File: config.mk
export PLATFORM = sky130hd
export DESIGN_NAME = seconds_flat
export DESIGN_NICKNAME = d
export VERILOG_FILES = /design/src/rtl/seconds_if.sv /design/src/rtl/seconds.sv /design/src/flat_wrapper.sv
export SDC_FILE = /design/constraint.sdc
export NUM_CORES = 1
export LEC_CHECK = 0
export BUFFER_PORTS_ARGS = -buffer_cell sky130_fd_sc_hd__buf_2
export CAP_MARGIN = 20
export CORE_AREA = 3 3 52 49
export DETAILED_ROUTE_END_ITERATION = 12
export DIE_AREA = 0 0 55 52
export PLACE_DENSITY = 0.59
export SLEW_MARGIN = 20
export SYNTH_ARGS = -nofsm -noshare
export SYNTH_HDL_FRONTEND = slang
export SYNTH_SLANG_ARGS = --single-unit
File: constraint.sdc
create_clock -name clksec -period 1.9 [get_ports clksec]
set_input_delay 0 -clock clksec [delete_from_list [all_inputs] [get_ports clksec]]
set_output_delay 0 -clock clksec [all_outputs]
set_load 0.02 [all_outputs]
File: src/rtl/seconds_if.sv
// Seconds-to-minutes carry interface: count, one-cycle overflow carry and run status.
// SECONDS_BCD_EN adds the registered BCD digit outputs.
interface seconds_if #(
  parameter int CNT_W = 7
);
  logic [CNT_W-1:0] countsec;
  logic             overflow;
  logic             runsec;
`ifdef SECONDS_BCD_EN
  logic [3:0]       sectens;
  logic [3:0]       secones;
`endif

`ifdef SECONDS_BCD_EN
  modport master (output countsec, overflow, runsec, sectens, secones);
  modport slave  (input  countsec, overflow, runsec, sectens, secones);
`else
  modport master (output countsec, overflow, runsec);
  modport slave  (input  countsec, overflow, runsec);
`endif
endinterface

File: src/rtl/seconds.sv
// Stopwatch seconds stage: 0..MAX_COUNT counter with run/pause/adjust and a one-cycle carry.
// Optional macro SECONDS_BCD_EN adds lockstep BCD digit counters (sectens/secones).
module seconds #(
  parameter int MAX_COUNT = 59,
  parameter int CNT_W     = 7
) (
  input  logic       clksec,
  input  logic       rstsec,
  input  logic       tick1hz,
  input  logic       tick2hz,
  input  logic       pausesec,
  input  logic       adjsec,
  input  logic       selsec,
  seconds_if.master  carry
);

  typedef enum logic [1:0] {
    RUN    = 2'b00,
    PAUSED = 2'b01,
    ADJUST = 2'b10
  } state_t;

  localparam logic [CNT_W-1:0] MAX_C = CNT_W'(MAX_COUNT);

  state_t           state;
  logic             saved_run;
  logic [CNT_W-1:0] count;
  logic             ovf;
  logic             run_q;
  logic             at_end;
  logic             is_max;
`ifdef SECONDS_BCD_EN
  logic [3:0]       tens;
  logic [3:0]       ones;
`endif

  // Anything at or beyond the terminal count wraps to 0; only an exact terminal count carries.
  assign at_end = (count >= MAX_C);
  assign is_max = (count == MAX_C);

  always_ff @(posedge clksec) begin
    if (rstsec) begin
      state     <= PAUSED;
      saved_run <= 1'b0;
      count     <= '0;
      ovf       <= 1'b0;
      run_q     <= 1'b0;
`ifdef SECONDS_BCD_EN
      tens      <= 4'd0;
      ones      <= 4'd0;
`endif
    end else begin
      ovf <= 1'b0;
      case (state)
        PAUSED: begin
          if (adjsec) begin
            state     <= ADJUST;
            saved_run <= pausesec;
            run_q     <= 1'b0;
          end else if (pausesec) begin
            state <= RUN;
            run_q <= 1'b1;
          end
        end

        RUN: begin
          if (tick1hz) begin
            count <= at_end ? '0 : count + CNT_W'(1);
            ovf   <= is_max;
`ifdef SECONDS_BCD_EN
            if (at_end) begin
              tens <= 4'd0;
              ones <= 4'd0;
            end else if (ones == 4'd9) begin
              ones <= 4'd0;
              tens <= tens + 4'd1;
            end else begin
              ones <= ones + 4'd1;
            end
`endif
          end
          if (adjsec) begin
            state     <= ADJUST;
            saved_run <= ~pausesec;
            run_q     <= 1'b0;
          end else if (pausesec) begin
            state <= PAUSED;
            run_q <= 1'b0;
          end
        end

        ADJUST: begin
          if (selsec && tick2hz) begin
            count <= at_end ? '0 : count + CNT_W'(1);
`ifdef SECONDS_BCD_EN
            if (at_end) begin
              tens <= 4'd0;
              ones <= 4'd0;
            end else if (ones == 4'd9) begin
              ones <= 4'd0;
              tens <= tens + 4'd1;
            end else begin
              ones <= ones + 4'd1;
            end
`endif
          end
          if (pausesec) begin
            saved_run <= ~saved_run;
          end
          // On release, a pause arriving in the same cycle still flips the resume target.
          if (!adjsec) begin
            if (saved_run ^ pausesec) begin
              state <= RUN;
              run_q <= 1'b1;
            end else begin
              state <= PAUSED;
              run_q <= 1'b0;
            end
          end
        end

        default: begin
          state <= PAUSED;
          run_q <= 1'b0;
        end
      endcase
    end
  end

  assign carry.countsec = count;
  assign carry.overflow = ovf;
  assign carry.runsec   = run_q;
`ifdef SECONDS_BCD_EN
  assign carry.sectens  = tens;
  assign carry.secones  = ones;
`endif

endmodule

File: src/flat_wrapper.sv
// flat-port wrapper written by rule: the top's interface ports become plain ports
module seconds_flat 
#(
  parameter int MAX_COUNT = 59,
  parameter int CNT_W     = 7
)
  (clksec, rstsec, tick1hz, tick2hz, pausesec, adjsec, selsec, carry_countsec, carry_overflow, carry_runsec);
  seconds_if #(.CNT_W(CNT_W)) carry_i ();
  input  logic clksec;
  input  logic rstsec;
  input  logic tick1hz;
  input  logic tick2hz;
  input  logic pausesec;
  input  logic adjsec;
  input  logic selsec;
  output wire logic [$bits(carry_i.countsec)-1:0] carry_countsec;
  output wire logic [$bits(carry_i.overflow)-1:0] carry_overflow;
  output wire logic [$bits(carry_i.runsec)-1:0] carry_runsec;
  assign carry_countsec = carry_i.countsec;
  assign carry_overflow = carry_i.overflow;
  assign carry_runsec = carry_i.runsec;
  seconds #(.MAX_COUNT(MAX_COUNT), .CNT_W(CNT_W)) u_core (.clksec(clksec), .rstsec(rstsec), .tick1hz(tick1hz), .tick2hz(tick2hz), .pausesec(pausesec), .adjsec(adjsec), .selsec(selsec), .carry(carry_i));
endmodule
After elaboration in Yosys (flattened, before gate mapping)
Index checks and enable logic that the tools add are counted.
Word-level totals
  register bits after elaboration: 12
  word-level logic and storage cells: 53
  output and inout port bits: 9
  input port bits: 7
Operators by class
  reduce and logical (&&, ||, !) cells: 8
  $add $sub $neg: 1
  order comparisons: 1
  muxes and demuxes: 22
  equal/unequal tests: 11
  bitwise gates (word level): 5
Operator list (number)
  7-bit two-way mux: 3
  7-bit case mux with 2 select lines: 1
  1-bit two-way mux: 10
  2-bit two-way mux: 5
  2-bit != test (second input constant): 5
  7-bit by 1-bit adder with 7-bit output (second input constant): 1
  7-bit by 6-bit == test with 1-bit output (second input constant): 1
  7-bit by 6-bit greater-or-equal comparator with 1-bit output (second input constant): 1
  3-bit != test (second input constant): 2
  1-bit case mux with 3 select lines: 2
  2-bit case mux with 3 select lines: 1
  3-bit AND reduction: 2
  1-bit inverter: 4
  4-bit AND reduction: 1
  3-bit nonzero test: 1
  3-bit OR reduction: 1
  2-bit by 1-bit == test with 1-bit output (second input constant): 1
  2-bit == test (second input constant): 1
  2-bit zero test: 1
  2-bit by 1-bit != test with 1-bit output (second input constant): 1
  2-bit nonzero test: 1
  1-bit logical AND: 1
  1-bit XOR: 1

Longest topological paths before layout
Gate-level depths: netlist (run 1).
  depth after elaboration: 4
  gate-level depth with buffers: 6
  depth with buffers taken out: 6

Worst setup path after synthesis (run 1)
OpenSTA, ideal clock, no wires.
  path kind: reg-to-reg
  from: register u_core.state[0]
  to: register u_core.count[5], in the netlist u_core.carry.countsec[5]
  library setup time: 71 ps
  setup slack: 38 ps
  period minus slack after synthesis: 1862 ps
  cell stages (with the launch flop): 7
  path buffers: 0
  data required time: 1829 ps
  arrival time: 1791 ps
  path through: dfxtp_1 > inv_1 > ha_1 > a21boi_0 > or2_4 > or4_1 > a21oi_1
On the way
  cells in the longest elaborated chain, start to end: 3
  elaborated cells between the ends (all ways): 7
  classes of those cells: eq/ne (3); mux (1); reduce/logical (3)
RTL lines
  start: declaration: RTL line seconds.sv:25  | state_t state;
  start signal: assignment: RTL line seconds.sv:43  | state <= PAUSED;
  start signal: assignment: RTL line seconds.sv:57  | state <= ADJUST;
  start signal: assignment: RTL line seconds.sv:61  | state <= RUN;
  2-bit == test or 2-bit zero test (tied branches): RTL line seconds.sv:54  | case (state)
  2-bit by 1-bit != test with 1-bit output (no line) (tied with other cells)
  3-bit AND reduction (no line)
  end signal: assignment: RTL line seconds.sv:68  | count <= at_end ? '0 : count + CNT_W'(1);
  end signal: assignment: RTL line seconds.sv:94  | count <= at_end ? '0 : count + CNT_W'(1);
  end: declaration: RTL line seconds.sv:27  | logic [CNT_W-1:0] count;
Parallel ways exist; a longest one is shown, timed or not.
A chain may end at the register's enable or synchronous reset.

Final worst setup path (run 1)
  from: register u_core.state[1]
  to: register u_core.count[5], in the netlist u_core.carry.countsec[5]
Same word-level chain as after synthesis.

==> results_dict.tcl, run 1 <==
set metrics [dict create \
    critical_path_arrival_ns 1.99 \
    worstPathRequired_ns 2.12 \
    synth_largest_area_cell "sky130_fd_sc_hd__dfxtp_1" \
    cp_max_fo 6 \
    synthesis.nets 90 \
    synth.ff_latch_count 12 \
    routedWlPerCell_um 11.7 \
    drc_errors 0 \
    clk_path_buf_depth 2 \
    track_usage_pct 12.6 \
    area_delta_synth_final_pct 32.8 \
    level_count_of_the_clock_h_tree 1 \
    antenna_cells_inserted 0 \
    critPathLaunchType "flip-flop" \
    biggest_area_contributors_in_the_synthesized_netlist "sky130_fd_sc_hd__dfxtp_1 (36%), sky130_fd_sc_hd__ha_1 (9.3%), sky130_fd_sc_hd__xnor2_1 (7.8%)" \
    syn-cell-area_sq_um 671 \
    internal_reg_to_reg_setup_slack_ns 0.13 \
    synth_top_cell_area_share_pct 35.8 \
    number_of_max_cap_violations 0 \
    place.detailed.instances 126 \
    routabilityCongestion 0.779 \
    timing_worst_setup_path_type "flip-flop to flip-flop" \
    num_vias 666 \
    hold_path_class "input pin to flip-flop" \
    floorplan.io_pins 16 \
    worst_slew_margin_rel_pct 63.2 \
    hold_viol 0 \
    cts_tree "yes" \
    synth-edff-count 0 \
    maxSlewViolCount 0 \
    first_global_vias 629 \
    grt_remaining_overflow 0 \
    dpl.hpwl_um 1180 \
    period_share_pct 93.2 \
    synth.cells.most_frequent "sky130_fd_sc_hd__dfxtp_1 (12), sky130_fd_sc_hd__nor2_1 (12), sky130_fd_sc_hd__a21oi_1 (6), sky130_fd_sc_hd__xnor2_1 (6)" \
    finish.net_count 118 \
    dpl_worst_slack_ns 0.0645 \
    dr.pass1.iters 4 \
    yosys.cell_types.count 28 \
    worst_slew_pin_slew_ns 0.547 \
    finish.utilization_pct 42.0 \
    peakVddDrop_v 0.000467 \
    initial_antenna_violation_count 0 \
    ys.warnings.count 0 \
    synth_cells 78 \
    final.setup.tns_ns 0 \
    floorplan.core_area_sq_um 2120 \
    yosysSeqAreaShare_pct 35.8 \
    final_cell_count_no_fill 132 \
    drt_iter0_markers 9 \
    numCtsBuffers 3 \
    syn_area_per_cell_sq_um 8.60 \
    initial_utilization_pct 31.6 \
    leakage_nw 0.375 \
    grt_pass1_wl_um 2620 \
    clock_skew_ns 0.00313 \
    synth-main-ff-cell "sky130_fd_sc_hd__dfxtp_1" \
    grt_setup_unrepaired "no" \
    insertion_delay_ns 0.28 \
    power_density_over_the_cells_nw_per_um2 764 \
    timing.final.ws_setup_ns 0.130 \
    end_kind "flip-flop" \
    drt_wl_total_um 1540 \
    timing.final.setup_violations 0 \
    clockRootBuffer "sky130_fd_sc_hd__clkbuf_4" \
    post_route_cells_drive_above_1_share_pct 28.6 \
    path_clk_slew_ns 0.08 \
    port_buffers 15 \
    vias_per_cell 5.05 \
    outcome "complete, no violations" \
    timing.final.crit_period_ns 1.77 \
    design.die.area_sq_um 2860 \
    async_flop_share_pct 0 \
    fp-row-count 16 \
    die_w_um 55 \
    grt_start_max_net_pins 8 \
    cts_num_sinks 12 \
    die_h_um 52 \
    max_clock_freq_ghz 0.565 \
    ant_nets 0 \
]
layer usage:
metal  wire, um  vias to the layer above  GRT usage (%)
met5          0                        -              0
met2        742                       14           21.3
met4         31                        0           7.29
met1        704                      313           14.8
met3         63                        3           1.72
li1           -                      336              -
power breakdown:
group / total [mW] / switching (mW) / internal (mW)
registers: 0.286 / 0.0158 / 0.270
clock network: 0.205 / 0.0885 / 0.117
logic: 0.190 / 0.0983 / 0.0914
total: 0.681 / 0.203 / 0.478
state kept, by name, summed over array words and instances (netlist names):
signal / cells
u_core.carry.runsec: 1
u_core.state: 2
u_core.carry.overflow: 1
u_core.saved_run: 1
u_core.carry.countsec: 7
metrics by stage:
step | power, mW | hold slack, ns | area, sq um
6_report | 0.681 | 0.134 | 891
5_1_grt | 0.720 | 0.174 | 891
4_1_cts | 0.688 | 0.131 | 881
3_5_place_dp | 0.476 | 0.264 | 825
3_3_place_gp | 0.472 | 0.259 | 825
2_1_floorplan | 0.409 | 0.0691 | 671
logic make-up (layout without fill, tap and decap cells):
logic type	after synthesis	count (layout)	synth area share, %
XOR/XNOR	6	6	7.84
flip-flops	12	12	35.8
AND/OR/NAND/NOR	33	33	25.2
AO/OA/AOI/OAI	17	17	18.1
adder cells (fa/ha/maj)	5	5	9.33
buffers and inverters	4	31	2.24
multiplexers	1	1	1.49
cell type report:
cell class,count,area [sq um]
clock buffer,4,36.3
inverter,4,15.0
tap,27,33.8
timing repair buffer,23,140
fill,227,1230
multi-input combinational,62,424
sequential,12,241
critical path, stage by stage, from the launching register on:
cell and delay (ns):
sky130_fd_sc_hd__dfxtp_2 0.35, sky130_fd_sc_hd__inv_1 0.06, sky130_fd_sc_hd__ha_2 0.21, sky130_fd_sc_hd__mux2i_1 0.15
sky130_fd_sc_hd__or2_4 0.26, sky130_fd_sc_hd__or4_1 0.53, sky130_fd_sc_hd__a21oi_2 0.15
what timing repair did:
item,in CTS,in global routing
hold endpoints to repair,4,0
setup endpoints to repair,0,2
setup buffers,0,0
gates resized for setup,0,4
hold buffers,2,0
final timing paths:
kind                                                  startpoint                               endpoint  depth (start not counted)
worst max-delay path                u_core.state[1]$_SDFFE_PP0P_  u_core.carry.countsec[5]$_SDFFE_PP0P_                          6
worst min-delay path                                      adjsec          u_core.saved_run$_SDFFE_PP0P_                          3
worst max register to register      u_core.state[1]$_SDFFE_PP0P_  u_core.carry.countsec[5]$_SDFFE_PP0P_                          6
worst min register to register  u_core.carry.runsec$_SDFFE_PP0P_       u_core.carry.runsec$_SDFFE_PP0P_                          2
cells in the final DEF (no fill, tap or decap), drive strengths merged, types with 4 or more instances in the layout:
master,synthesis,final
buf,0,21
nand2,5,5
clkbuf,0,4
a21oi,6,6
ha,5,5
inv,4,4
xnor2,6,6
dfxtp,12,12
nor2,12,12
Note: power is estimated with default switching activity, not from simulation.
==> run 2, diff against run 1 <==
--- a/config.mk
+++ b/config.mk
@@ -5,12 +5,13 @@
 export SDC_FILE = /design/constraint.sdc
 export NUM_CORES = 1
 export LEC_CHECK = 0
-export BUFFER_PORTS_ARGS = -buffer_cell sky130_fd_sc_hd__buf_2
 export CAP_MARGIN = 20
 export CORE_AREA = 3 3 52 49
 export DETAILED_ROUTE_END_ITERATION = 12
 export DIE_AREA = 0 0 55 52
-export PLACE_DENSITY = 0.59
+export DONT_BUFFER_PORTS = 1
+export PLACE_DENSITY = 0.52
+export RECOVER_POWER = 25
 export SLEW_MARGIN = 20
 export SYNTH_ARGS = -nofsm -noshare
 export SYNTH_HDL_FRONTEND = slang
==> run 2 against run 1 <==
Compared with the run above: via count fell by 8.9%; first-iteration DRC count down 33%; clock skew fell by 0.0020 ns; critical path depth unchanged; clock power about the same; cell area decreased by 3.9%; critical path type unchanged; critical endpoint unchanged.
==> results_dict.tcl, run 2 (synthesis gave the netlist of run 1 again) <==
set metrics [dict create \
    outcome "complete, no violations" \
    hold_path_class "input pin to flip-flop" \
    cp_max_fo 4 \
    die_h_um 52 \
    end_kind "flip-flop" \
    floorplan.io_pins 16 \
    ant_nets 0 \
    drt_iter0_markers 6 \
    finish.net_count 110 \
    crit_path_max_incr_delay_ns 0.49 \
    leakage_nw 0.332 \
    cts_num_sinks 12 \
    port_buffers 0 \
    num_vias 607 \
    switching_power_uw 197 \
    track_usage_pct 11.8 \
    power_density_over_the_cells_nw_per_um2 781 \
    initial_antenna_violation_count 0 \
    combPwrFrac_pct 26.9 \
    largest_register_ff_count 7 \
    r2r.worst_path.cells 6 \
    dpl.hpwl_um 1170 \
    timing.final.crit_period_ns 1.77 \
    period_share_pct 93.1 \
    hold_viol 0 \
    layout.cells.most_common_list "sky130_fd_sc_hd__nor2_1 (12), sky130_fd_sc_hd__dfxtp_1 (12), sky130_fd_sc_hd__buf_4 (9)" \
    dr.pass1.iters 6 \
    design.die.area_sq_um 2860 \
    critPathLaunchType "flip-flop" \
    crit-reg2reg-capture "u_core.carry.countsec[5]$_SDFFE_PP0P_" \
    numCtsBuffers 3 \
    internal_reg_to_reg_setup_slack_ns 0.13 \
    r2r_start "u_core.state[1]$_SDFFE_PP0P_" \
    cell_internal_pwr_uw 472 \
    critPathTopFamily "simple AND/OR/NAND/NOR gates" \
    routedWlPerCell_um 12.2 \
    floorplan.core_area_sq_um 2120 \
    clock_skew_ns 0.00110 \
    timing.final.setup_violations 0 \
    final.setup.tns_ns 0 \
    insertion_delay_ns 0.26 \
    fp-row-count 16 \
    critical_path_arrival_ns 1.97 \
    worst_slew_margin_rel_pct 72.8 \
    grt_remaining_overflow 0 \
    max_clock_freq_ghz 0.566 \
    grt_start_max_net_pins 8 \
    worstHoldStart "pausesec" \
    power_switching_share_pct 29.5 \
    drt_wl_total_um 1520 \
    cp.buffers_inverters 1 \
    power_frac_seq_pct 42.6 \
    post_route_cells_drive_above_1_share_pct 14.4 \
    vias_per_cell 4.90 \
    clk_path_buf_depth 2 \
    drc_errors 0 \
    peakVddDrop_v 0.000491 \
    worst_hold_path.endpoint "u_core.state[0]$_SDFFE_PP1P_" \
    grt_pass1_wl_um 2550 \
    initial_utilization_pct 31.6 \
    number_of_max_cap_violations 0 \
    hold-path-cell-count 3 \
    worst_slew_pin_slew_ns 0.407 \
    critical-path-slowest-cell "sky130_fd_sc_hd__or4_1" \
    critical_path.cell_chain "inv_1, ha_1, mux2i_1, or2_4, or4_1, a21oi_1" \
    grt_setup_unrepaired "no" \
    level_count_of_the_clock_h_tree 1 \
    worst-path-stages 6 \
    maxSlewViolCount 0 \
    clock_power_share_pct 30.6 \
    cts_tree "yes" \
    first_global_vias 569 \
    antenna_cells_inserted 0 \
    routabilityCongestion 0.878 \
    die_w_um 55 \
    clockRootBuffer "sky130_fd_sc_hd__clkbuf_4" \
    report.power.total_uw 669 \
    worstPathRequired_ns 2.10 \
    area_delta_synth_final_pct 27.6 \
    postCtsSetupRepairBufs 0 \
    timing_worst_setup_path_type "flip-flop to flip-flop" \
    path_clk_slew_ns 0.08 \
]
run 2: final cells by class:
cell class | count | area, sq um
inverters | 4 | 15.0
clock buffers | 4 | 36.3
fillers | 229 | 1270
multi-input cells | 62 | 415
well taps | 27 | 33.8
flip-flops and latches | 12 | 240
repair buffers | 15 | 115
run 2: repair_timing:
item                                   CTS  global route
endpoints found under the hold margin    5             0
hold buffers                             4             0
resized for setup                        0             0
setup endpoints to repair                0             0
run 2: power groups by stage:
stage | Combinational, mW | Clock [mW] | Sequential (mW)
after global placement | 0.175 | 0 | 0.291
after detailed placement | 0.175 | 0 | 0.291
after floorplan | 0.108 | 0 | 0.301
after CTS | 0.185 | 0.212 | 0.285
final | 0.180 | 0.204 | 0.285
after global routing | 0.202 | 0.222 | 0.287
run 2: worst max-delay path by stage:
stage	slack, ns	to	start
6_report	0.13	u_core.carry.countsec[5]$_SDFFE_PP0P_	u_core.state[1]$_SDFFE_PP0P_
5_1_grt	0.02	u_core.carry.countsec[5]$_SDFFE_PP0P_	u_core.state[1]$_SDFFE_PP0P_
4_1_cts	0.12	u_core.carry.countsec[5]$_SDFFE_PP0P_	u_core.state[1]$_SDFFE_PP0P_
3_5_place_dp	0.15	u_core.carry.countsec[5]$_SDFFE_PP0P_	u_core.state[1]$_SDFFE_PP0P_
3_3_place_gp	0.16	u_core.carry.countsec[5]$_SDFFE_PP0P_	u_core.state[1]$_SDFFE_PP0P_
2_1_floorplan	0.04	u_core.carry.countsec[5]$_SDFFE_PP0P_	u_core.state[0]$_SDFFE_PP1P_
run 2: layer usage:
metal / vias to the layer above / track usage [%] / share of wire (%)
li1: 321 / - / -
met1: 270 / 17.2 / 50
met2: 14 / 18.5 / 44
met3: 2 / 2.87 / 5.1
met4: 0 / 0 / 0.33
met5: - / 0 / 0
run 2: per-stage QoR:
stage          cells  instance area [sq um]  utilization (%)  hold WS, ns  setup slack (ns)
6_report         124                    856             40.3       0.0450             0.132
3_3_place_gp     116                    787             37.1       0.0717             0.163
5_1_grt          124                    856             40.3       0.0535            0.0150
4_1_cts          124                    863             40.7       0.0376             0.117
2_1_floorplan     78                    671                -       0.0691            0.0380
3_5_place_dp     116                    787             37.1       0.0736             0.146
run 2: worst register-to-register path, stage by stage (launching register included):
cell and delay (ns):
sky130_fd_sc_hd__dfxtp_1 0.38, sky130_fd_sc_hd__inv_1 0.08, sky130_fd_sc_hd__ha_1 0.22, sky130_fd_sc_hd__mux2i_1 0.15, sky130_fd_sc_hd__or2_4 0.25, sky130_fd_sc_hd__or4_1 0.49, sky130_fd_sc_hd__a21oi_1 0.14
